File: config.mk
export PLATFORM = sky130hd
export DESIGN_NAME = mem_port_arbiter_flat
export DESIGN_NICKNAME = d
export VERILOG_FILES = /design/src/rtl/mem_arb_pkg.sv /design/src/rtl/mem_port_arbiter_if.sv /design/src/rtl/mem_arb_pick.sv /design/src/rtl/mem_port_arbiter.sv /design/src/flat_wrapper.sv
export SDC_FILE = /design/constraint.sdc
export NUM_CORES = 1
export LEC_CHECK = 0
export BUFFER_PORTS_ARGS = -buffer_cell sky130_fd_sc_hd__buf_4
export CAP_MARGIN = 20
export CORE_ASPECT_RATIO = 1.25
export CORE_MARGIN = 10
export CORE_UTILIZATION = 30
export CTS_CLUSTER_SIZE = 14
export DETAILED_ROUTE_END_ITERATION = 12
export GPL_ROUTABILITY_DRIVEN = 0
export PLACE_DENSITY_LB_ADDON = 0.05
export SYNTH_ARGS = -nofsm -noshare
export SYNTH_HDL_FRONTEND = slang
export SYNTH_HIERARCHICAL = 1
export SYNTH_SLANG_ARGS = --single-unit
File: constraint.sdc
create_clock -name clk -period 2.8 [get_ports clk]
set_input_delay 0 -clock clk [delete_from_list [all_inputs] [get_ports clk]]
set_output_delay 0 -clock clk [all_outputs]
set_load 0.02 [all_outputs]
File: src/rtl/mem_arb_pkg.sv
// Shared types and constants for the CPU/DMA memory port arbiter.
// Holds the FSM state encoding, owner codes and the latency counter sizing helper.
package mem_arb_pkg;

  typedef enum logic [1:0] {
    IDLE  = 2'd0,
    ISSUE = 2'd1,
    WAIT  = 2'd2,
    RESP  = 2'd3
  } state_t;

  localparam logic OWN_CPU = 1'b0;
  localparam logic OWN_DMA = 1'b1;

  // Width needed to hold a down-counter loaded with lat.
  function automatic int cnt_w(input int lat);
    return (lat < 1) ? 1 : $clog2(lat + 1);
  endfunction

endpackage

File: src/rtl/mem_port_arbiter_if.sv
// Bus bundle between the two requesters, the arbiter and the memory block.
// slave is the arbiter's view; master is the view of the surrounding system.
interface mem_port_arbiter_if #(
  parameter int ADDR_W = 32,
  parameter int DATA_W = 32
);

  logic              cpu_req;
  logic              cpu_we;
  logic [ADDR_W-1:0] cpu_addr;
  logic [DATA_W-1:0] cpu_wdata;
  logic [DATA_W-1:0] cpu_rdata;
  logic              cpu_done;
  logic              cpu_stall;
  logic              dma_req;
  logic              dma_we;
  logic [ADDR_W-1:0] dma_addr;
  logic [DATA_W-1:0] dma_wdata;
  logic [DATA_W-1:0] dma_rdata;
  logic              dma_ack;
  logic              mem_en;
  logic              mem_we;
  logic [ADDR_W-1:0] mem_addr;
  logic [DATA_W-1:0] mem_wdata;
  logic [DATA_W-1:0] mem_rdata;
  logic              busy;
  logic              owner_dma;

  modport slave (
    input  cpu_req, cpu_we, cpu_addr, cpu_wdata,
    output cpu_rdata, cpu_done, cpu_stall,
    input  dma_req, dma_we, dma_addr, dma_wdata,
    output dma_rdata, dma_ack,
    output mem_en, mem_we, mem_addr, mem_wdata,
    input  mem_rdata,
    output busy, owner_dma
  );

  modport master (
    output cpu_req, cpu_we, cpu_addr, cpu_wdata,
    input  cpu_rdata, cpu_done, cpu_stall,
    output dma_req, dma_we, dma_addr, dma_wdata,
    input  dma_rdata, dma_ack,
    input  mem_en, mem_we, mem_addr, mem_wdata,
    output mem_rdata,
    input  busy, owner_dma
  );

endinterface

File: src/rtl/mem_arb_pick.sv
// Winner selection between CPU and DMA with a saturating starvation counter
// that forces a DMA grant after STARVE_MAX CPU grants made while DMA waited.
module mem_arb_pick #(
  parameter int STARVE_MAX = 4
) (
  input  logic clk,
  input  logic reset,
  input  logic cpu_req,
  input  logic dma_req,
  input  logic arb_en,
  output logic grant_dma,
  output logic grant_any
);

  localparam int SW = $clog2(STARVE_MAX + 1);

  logic [SW-1:0] starve;

  // CPU wins by default; DMA wins when alone or when it has been starved out.
  always_comb begin
    grant_any = cpu_req | dma_req;
    if (dma_req && (!cpu_req || (starve == SW'(STARVE_MAX)))) begin
      grant_dma = 1'b1;
    end else begin
      grant_dma = 1'b0;
    end
  end

  // Starvation counter, only evaluated while the arbiter is idle.
  always_ff @(posedge clk) begin
    if (!reset) begin
      starve <= '0;
    end else if (arb_en) begin
      if (!dma_req || grant_dma) begin
        starve <= '0;
      end else if (starve != SW'(STARVE_MAX)) begin
        starve <= starve + SW'(1);
      end else begin
        starve <= starve;
      end
    end else begin
      starve <= starve;
    end
  end

endmodule

File: src/rtl/mem_port_arbiter.sv
// Shares one memory between the CPU controller and a DMA port: grants one
// requester, runs a fixed-latency access and returns data with a done pulse.
module mem_port_arbiter
  import mem_arb_pkg::*;
#(
  parameter int ADDR_W     = 32,
  parameter int DATA_W     = 32,
  parameter int MEM_LAT    = 1,
  parameter int STARVE_MAX = 4
) (
  input logic              clk,
  input logic              reset,
  mem_port_arbiter_if.slave bus
);

  localparam int CW = cnt_w(MEM_LAT);

  state_t            state;
  logic [CW-1:0]     cnt;
  logic              we_lat;
  logic              grant_dma;
  logic              grant_any;
  logic              pick_we;
  logic [ADDR_W-1:0] pick_addr;
  logic [DATA_W-1:0] pick_wdata;

  mem_arb_pick #(
    .STARVE_MAX (STARVE_MAX)
  ) u_pick (
    .clk       (clk),
    .reset     (reset),
    .cpu_req   (bus.cpu_req),
    .dma_req   (bus.dma_req),
    .arb_en    (state == IDLE),
    .grant_dma (grant_dma),
    .grant_any (grant_any)
  );

  // Request fields of whichever requester wins this cycle.
  always_comb begin
    if (grant_dma) begin
      pick_we    = bus.dma_we;
      pick_addr  = bus.dma_addr;
      pick_wdata = bus.dma_wdata;
    end else begin
      pick_we    = bus.cpu_we;
      pick_addr  = bus.cpu_addr;
      pick_wdata = bus.cpu_wdata;
    end
  end

  assign bus.cpu_stall = bus.cpu_req & ~bus.cpu_done;

  // Access sequencer; mem_addr/mem_wdata double as the latched request fields.
  always_ff @(posedge clk) begin
    if (!reset) begin
      state         <= IDLE;
      cnt           <= '0;
      we_lat        <= 1'b0;
      bus.busy      <= 1'b0;
      bus.owner_dma <= OWN_CPU;
      bus.mem_en    <= 1'b0;
      bus.mem_we    <= 1'b0;
      bus.mem_addr  <= '0;
      bus.mem_wdata <= '0;
      bus.cpu_done  <= 1'b0;
      bus.dma_ack   <= 1'b0;
      bus.cpu_rdata <= '0;
      bus.dma_rdata <= '0;
    end else begin
      case (state)
        IDLE: begin
          if (grant_any) begin
            state         <= ISSUE;
            bus.busy      <= 1'b1;
            bus.owner_dma <= grant_dma ? OWN_DMA : OWN_CPU;
            we_lat        <= pick_we;
            bus.mem_en    <= 1'b1;
            bus.mem_we    <= pick_we;
            bus.mem_addr  <= pick_addr;
            bus.mem_wdata <= pick_wdata;
          end else begin
            state <= IDLE;
          end
        end
        ISSUE: begin
          state      <= WAIT;
          bus.mem_en <= 1'b0;
          bus.mem_we <= 1'b0;
          cnt        <= CW'(MEM_LAT);
        end
        WAIT: begin
          cnt <= cnt - CW'(1);
          // Last wait cycle: memory data is valid now.
          if (cnt == CW'(1)) begin
            state <= RESP;
            if (bus.owner_dma == OWN_DMA) begin
              bus.dma_ack <= 1'b1;
              if (!we_lat) begin
                bus.dma_rdata <= bus.mem_rdata;
              end
            end else begin
              bus.cpu_done <= 1'b1;
              if (!we_lat) begin
                bus.cpu_rdata <= bus.mem_rdata;
              end
            end
          end
        end
        RESP: begin
          state        <= IDLE;
          bus.busy     <= 1'b0;
          bus.cpu_done <= 1'b0;
          bus.dma_ack  <= 1'b0;
        end
        default: begin
          state        <= IDLE;
          bus.busy     <= 1'b0;
          bus.mem_en   <= 1'b0;
          bus.mem_we   <= 1'b0;
          bus.cpu_done <= 1'b0;
          bus.dma_ack  <= 1'b0;
        end
      endcase
    end
  end

endmodule

File: src/flat_wrapper.sv
// flat-port wrapper written by rule: the top's interface ports become plain ports
module mem_port_arbiter_flat import mem_arb_pkg::*;
#(
  parameter int ADDR_W     = 32,
  parameter int DATA_W     = 32,
  parameter int MEM_LAT    = 1,
  parameter int STARVE_MAX = 4
)
  (clk, reset, bus_cpu_req, bus_cpu_we, bus_cpu_addr, bus_cpu_wdata, bus_cpu_rdata, bus_cpu_done, bus_cpu_stall, bus_dma_req, bus_dma_we, bus_dma_addr, bus_dma_wdata, bus_dma_rdata, bus_dma_ack, bus_mem_en, bus_mem_we, bus_mem_addr, bus_mem_wdata, bus_mem_rdata, bus_busy, bus_owner_dma);
  mem_port_arbiter_if #(.ADDR_W(ADDR_W), .DATA_W(DATA_W)) bus_i ();
  input logic clk;
  input logic reset;
  input wire logic [$bits(bus_i.cpu_req)-1:0] bus_cpu_req;
  input wire logic [$bits(bus_i.cpu_we)-1:0] bus_cpu_we;
  input wire logic [$bits(bus_i.cpu_addr)-1:0] bus_cpu_addr;
  input wire logic [$bits(bus_i.cpu_wdata)-1:0] bus_cpu_wdata;
  output wire logic [$bits(bus_i.cpu_rdata)-1:0] bus_cpu_rdata;
  output wire logic [$bits(bus_i.cpu_done)-1:0] bus_cpu_done;
  output wire logic [$bits(bus_i.cpu_stall)-1:0] bus_cpu_stall;
  input wire logic [$bits(bus_i.dma_req)-1:0] bus_dma_req;
  input wire logic [$bits(bus_i.dma_we)-1:0] bus_dma_we;
  input wire logic [$bits(bus_i.dma_addr)-1:0] bus_dma_addr;
  input wire logic [$bits(bus_i.dma_wdata)-1:0] bus_dma_wdata;
  output wire logic [$bits(bus_i.dma_rdata)-1:0] bus_dma_rdata;
  output wire logic [$bits(bus_i.dma_ack)-1:0] bus_dma_ack;
  output wire logic [$bits(bus_i.mem_en)-1:0] bus_mem_en;
  output wire logic [$bits(bus_i.mem_we)-1:0] bus_mem_we;
  output wire logic [$bits(bus_i.mem_addr)-1:0] bus_mem_addr;
  output wire logic [$bits(bus_i.mem_wdata)-1:0] bus_mem_wdata;
  input wire logic [$bits(bus_i.mem_rdata)-1:0] bus_mem_rdata;
  output wire logic [$bits(bus_i.busy)-1:0] bus_busy;
  output wire logic [$bits(bus_i.owner_dma)-1:0] bus_owner_dma;
  assign bus_i.cpu_req = bus_cpu_req;
  assign bus_i.cpu_we = bus_cpu_we;
  assign bus_i.cpu_addr = bus_cpu_addr;
  assign bus_i.cpu_wdata = bus_cpu_wdata;
  assign bus_cpu_rdata = bus_i.cpu_rdata;
  assign bus_cpu_done = bus_i.cpu_done;
  assign bus_cpu_stall = bus_i.cpu_stall;
  assign bus_i.dma_req = bus_dma_req;
  assign bus_i.dma_we = bus_dma_we;
  assign bus_i.dma_addr = bus_dma_addr;
  assign bus_i.dma_wdata = bus_dma_wdata;
  assign bus_dma_rdata = bus_i.dma_rdata;
  assign bus_dma_ack = bus_i.dma_ack;
  assign bus_mem_en = bus_i.mem_en;
  assign bus_mem_we = bus_i.mem_we;
  assign bus_mem_addr = bus_i.mem_addr;
  assign bus_mem_wdata = bus_i.mem_wdata;
  assign bus_i.mem_rdata = bus_mem_rdata;
  assign bus_busy = bus_i.busy;
  assign bus_owner_dma = bus_i.owner_dma;
  mem_port_arbiter #(.ADDR_W(ADDR_W), .DATA_W(DATA_W), .MEM_LAT(MEM_LAT), .STARVE_MAX(STARVE_MAX)) u_core (.clk(clk), .reset(reset), .bus(bus_i));
endmodule
==> summary.txt <==
Initial DRC count: 225
Combinational Power Share: 37.1%
Primary FF master, synth: dfxtp_1
Final WL: 22000 µm
Via density: 4.54
Post-synth net total: 814
Total GRT Usage: 16.4%
Die area: 25900 µm²
CTS Buf Count: 17
Slew Limit Fails: 0
Clk_lat worst skew: 0.41 ns
Detailed-route wire length per cell: 16.4 µm
EDFF count, synth: 0
Clock Sinks: 141
Commonest non-fill, non-tap cell in the layout: buf_4
Fin. Hold Viols: 0
Clock power share: 28.9%
Leak: 4.42 nW
Data required time of the worst path: 3.08 ns
Pwr/cell area: 768 nW/µm²
Most frequent cells in the layout: 306 x buf_4, 145 x dlygate4sd3_1, 141 x dfxtp_1
Drc violations: 0
Initial antenna violation count: 0
IO buf count: 300
Clock Pin Slew Worst Setup and Hold Paths: 0.06 ns
Setup TNS: 0 ns
Layout overhead on the synthesized area: 73.9%
Worst relative slew slack: 50.0%
Worst slack, placed: 0.814 ns
Final setup vio count: 0
Crit path cell chain: inv_1 -> ha_1 -> nand2_1 -> a21boi_4 -> buf_12 -> mux2i_1 -> dlygate4sd3_1 -> a211oi_2
First-pass GRT wire length: 34400 µm
Register area: 2820 µm²
Worst setup skew after layout: 0.0121 ns
FF+latch count, synth: 141
DIE HEIGHT: 177 µm
Root Buffer: clkbuf_16
VDD IR-drop max: 396 µV
Critical Path End Type: flop
Post-route ant nets: 0
Synth Area per Inst: 9.27 µm²
Max-cap viol count: 0
Largest net degree at the start of global routing: 86
DRT Pass-1 Iters: 6
Post-synth ARST share: 0%
Vias in the first global route: 6563
Fmax: 0.442 GHz
CTS Buffer Depth: 2
Crit path DAT: 2.54 ns
Internal: 0.00512 W
Ports: 301
Final critical-path required period: 2.26 ns
Critical Path Source Type: flop
Netlist cell types: 35
Hold WS: 0.0198 ns
CP max stage delay: 0.60 ns
Floorplan row count: 57
Layout net count: 1235
Clock H-tree levels: 4
DP Wirelength: 16000 µm
Fill cell count: 1780
Dominant cells by area after synthesis: dfxtp_1 47%, mux2i_1 11%, nand2_1 8.6%, a211oi_2 6.3%, a21oi_1 5.6%
YS warnings: 6
Final period utilization: 80.9%
Crit Path Class: reg -> reg
Synth top area share: 47.5%
Sequential area share after synthesis: 47.5%
Worst-Margin Slew: 0.750 ns
Total gr overflow: 0
Ant. Diodes: 0
Flop pwr share: 34.0%
CP max stage cell: dlygate4sd3_1
Register-to-register setup slack: 0.54 ns
P_sw: 0.00281 W
Final cell utilization of the core: 53.1%
RSZ-0062 raised after global routing: no
Status: completed
Chip Width: 146 µm
Switching Share: 35.5%
Via count: 6077
CP max FO: 48
Worst hold path class: in -> reg
Area of the core: 19500 µm²
Yosys top cell by area: dfxtp_1
Cts repair resizes: 0
Worst Slack Setup Final: 0.535 ns
Synthesized instance count: 641
CTS tree: done
Synthesized area: 5940 µm²
Multi-input logic area: 2750 µm²
Share of cells above drive strength 1: 35.1%
Initial core utilization: 30.5%
## synthesized netlist by cell type (3+ instances only)
cell      instances
a211oi_1         35
a211oi_2         30
a21boi_0          3
a21oi_1          66
a31oi_1           4
and3_1            3
buf_2            11
buf_4             7
buf_6            16
clkbuf_1         15
dfxtp_1         141
ha_1              7
inv_1             4
mux2i_1          67
nand2_1         136
nand2b_1          5
nor2_1           68
o21ai_0           3
## path summary, 6_finish.rpt
path | startpoint | depth (start not counted) | to
setup / recovery | u_core/u_pick/starve[0]$_SDFFE_PN0P_ | 8 | u_core/bus.mem_wdata[29]$_SDFFE_PN0P_
hold / removal | bus_cpu_addr[12] | 3 | u_core/bus.mem_addr[12]$_SDFFE_PN0P_
setup reg to reg | u_core/u_pick/starve[0]$_SDFFE_PN0P_ | 8 | u_core/bus.mem_wdata[29]$_SDFFE_PN0P_
hold reg to reg | u_core/bus.cpu_rdata[6]$_SDFFE_PN0P_ | 2 | u_core/bus.cpu_rdata[6]$_SDFFE_PN0P_
## state kept, by name (all words and copies together), names as in the netlist
name                  cells
u_core/bus.mem_wdata     32
u_core/bus.dma_rdata     32
u_core/bus.mem_we         1
u_core/bus.mem_addr      32
u_core/bus.owner_dma      1
u_core/state              2
u_core/cnt                1
u_core/we_lat             1
u_core/bus.cpu_rdata     32
u_core/bus.mem_en         1
u_core/u_pick/starve      3
u_core/bus.busy           1
u_core/bus.cpu_done       1
u_core/bus.dma_ack        1
## critical path, delay by kind of cell, from the launching register on
family,cells,cell delay (ns)
fa+ha+maj,1,0.15
compound gates,2,0.27
simple gates,1,0.10
mux,1,0.25
flops,1,0.33
buf+inv,3,0.95
## layer usage
layer / wire [µm] / global-route usage [%]
met1: 8120 / 16.6
met2: 11300 / 29.2
met3: 2080 / 7.11
met4: 468 / 6.41
met5: 0 / 0
## power by group through the flow
stage / Sequential (W) / Clock [W] / Combinational, W
final: 0.00270 / 0.00229 / 0.00294
after global routing: 0.00275 / 0.00245 / 0.00322
after CTS: 0.00270 / 0.00237 / 0.00298
after detailed placement: 0.00273 / 0 / 0.00280
after global placement: 0.00272 / 0 / 0.00276
after floorplan: 0.00319 / 0 / 0.00130
## metrics by stage
| step | instances | instance area [µm²] | total power, W |
|---|---|---|---|
| CTS | 1340 | 10300 | 0.00806 |
| floorplan | 641 | 5940 | 0.00448 |
| detailed placement | 1163 | 8280 | 0.00553 |
| global route | 1340 | 10300 | 0.00842 |
| global placement | 1163 | 8280 | 0.00548 |
| finish | 1340 | 10300 | 0.00794 |
## cell families after synthesis
logic type | Yosys count | synth area share (%)
xor gates and xnor gates | 2 | 0.295
DFF | 141 | 47.5
muxes | 67 | 11.3
and+or+nand+nor | 220 | 14.9
AOI/OAI and AO/OA | 146 | 18.0
adders and majority gates | 7 | 1.47
buffers and inverters | 58 | 6.57
## cell type report
class / instances / share of cell area [%]
timing repair buffer: 454 / 36.8
sequential: 141 / 27.3
multi-input combinational: 442 / 26.6
clock buffer: 19 / 4.38
tap: 265 / 3.21
clock inverter: 13 / 1.45
inverter: 6 / 0.242
## repair_timing
| item | in CTS | in global routing |
|---|---|---|
| setup buffers | 0 | 0 |
| endpoints found under the hold margin | 127 | 0 |
| hold buffers | 145 | 0 |
No activity file was read; power rests on OpenSTA's default activity.
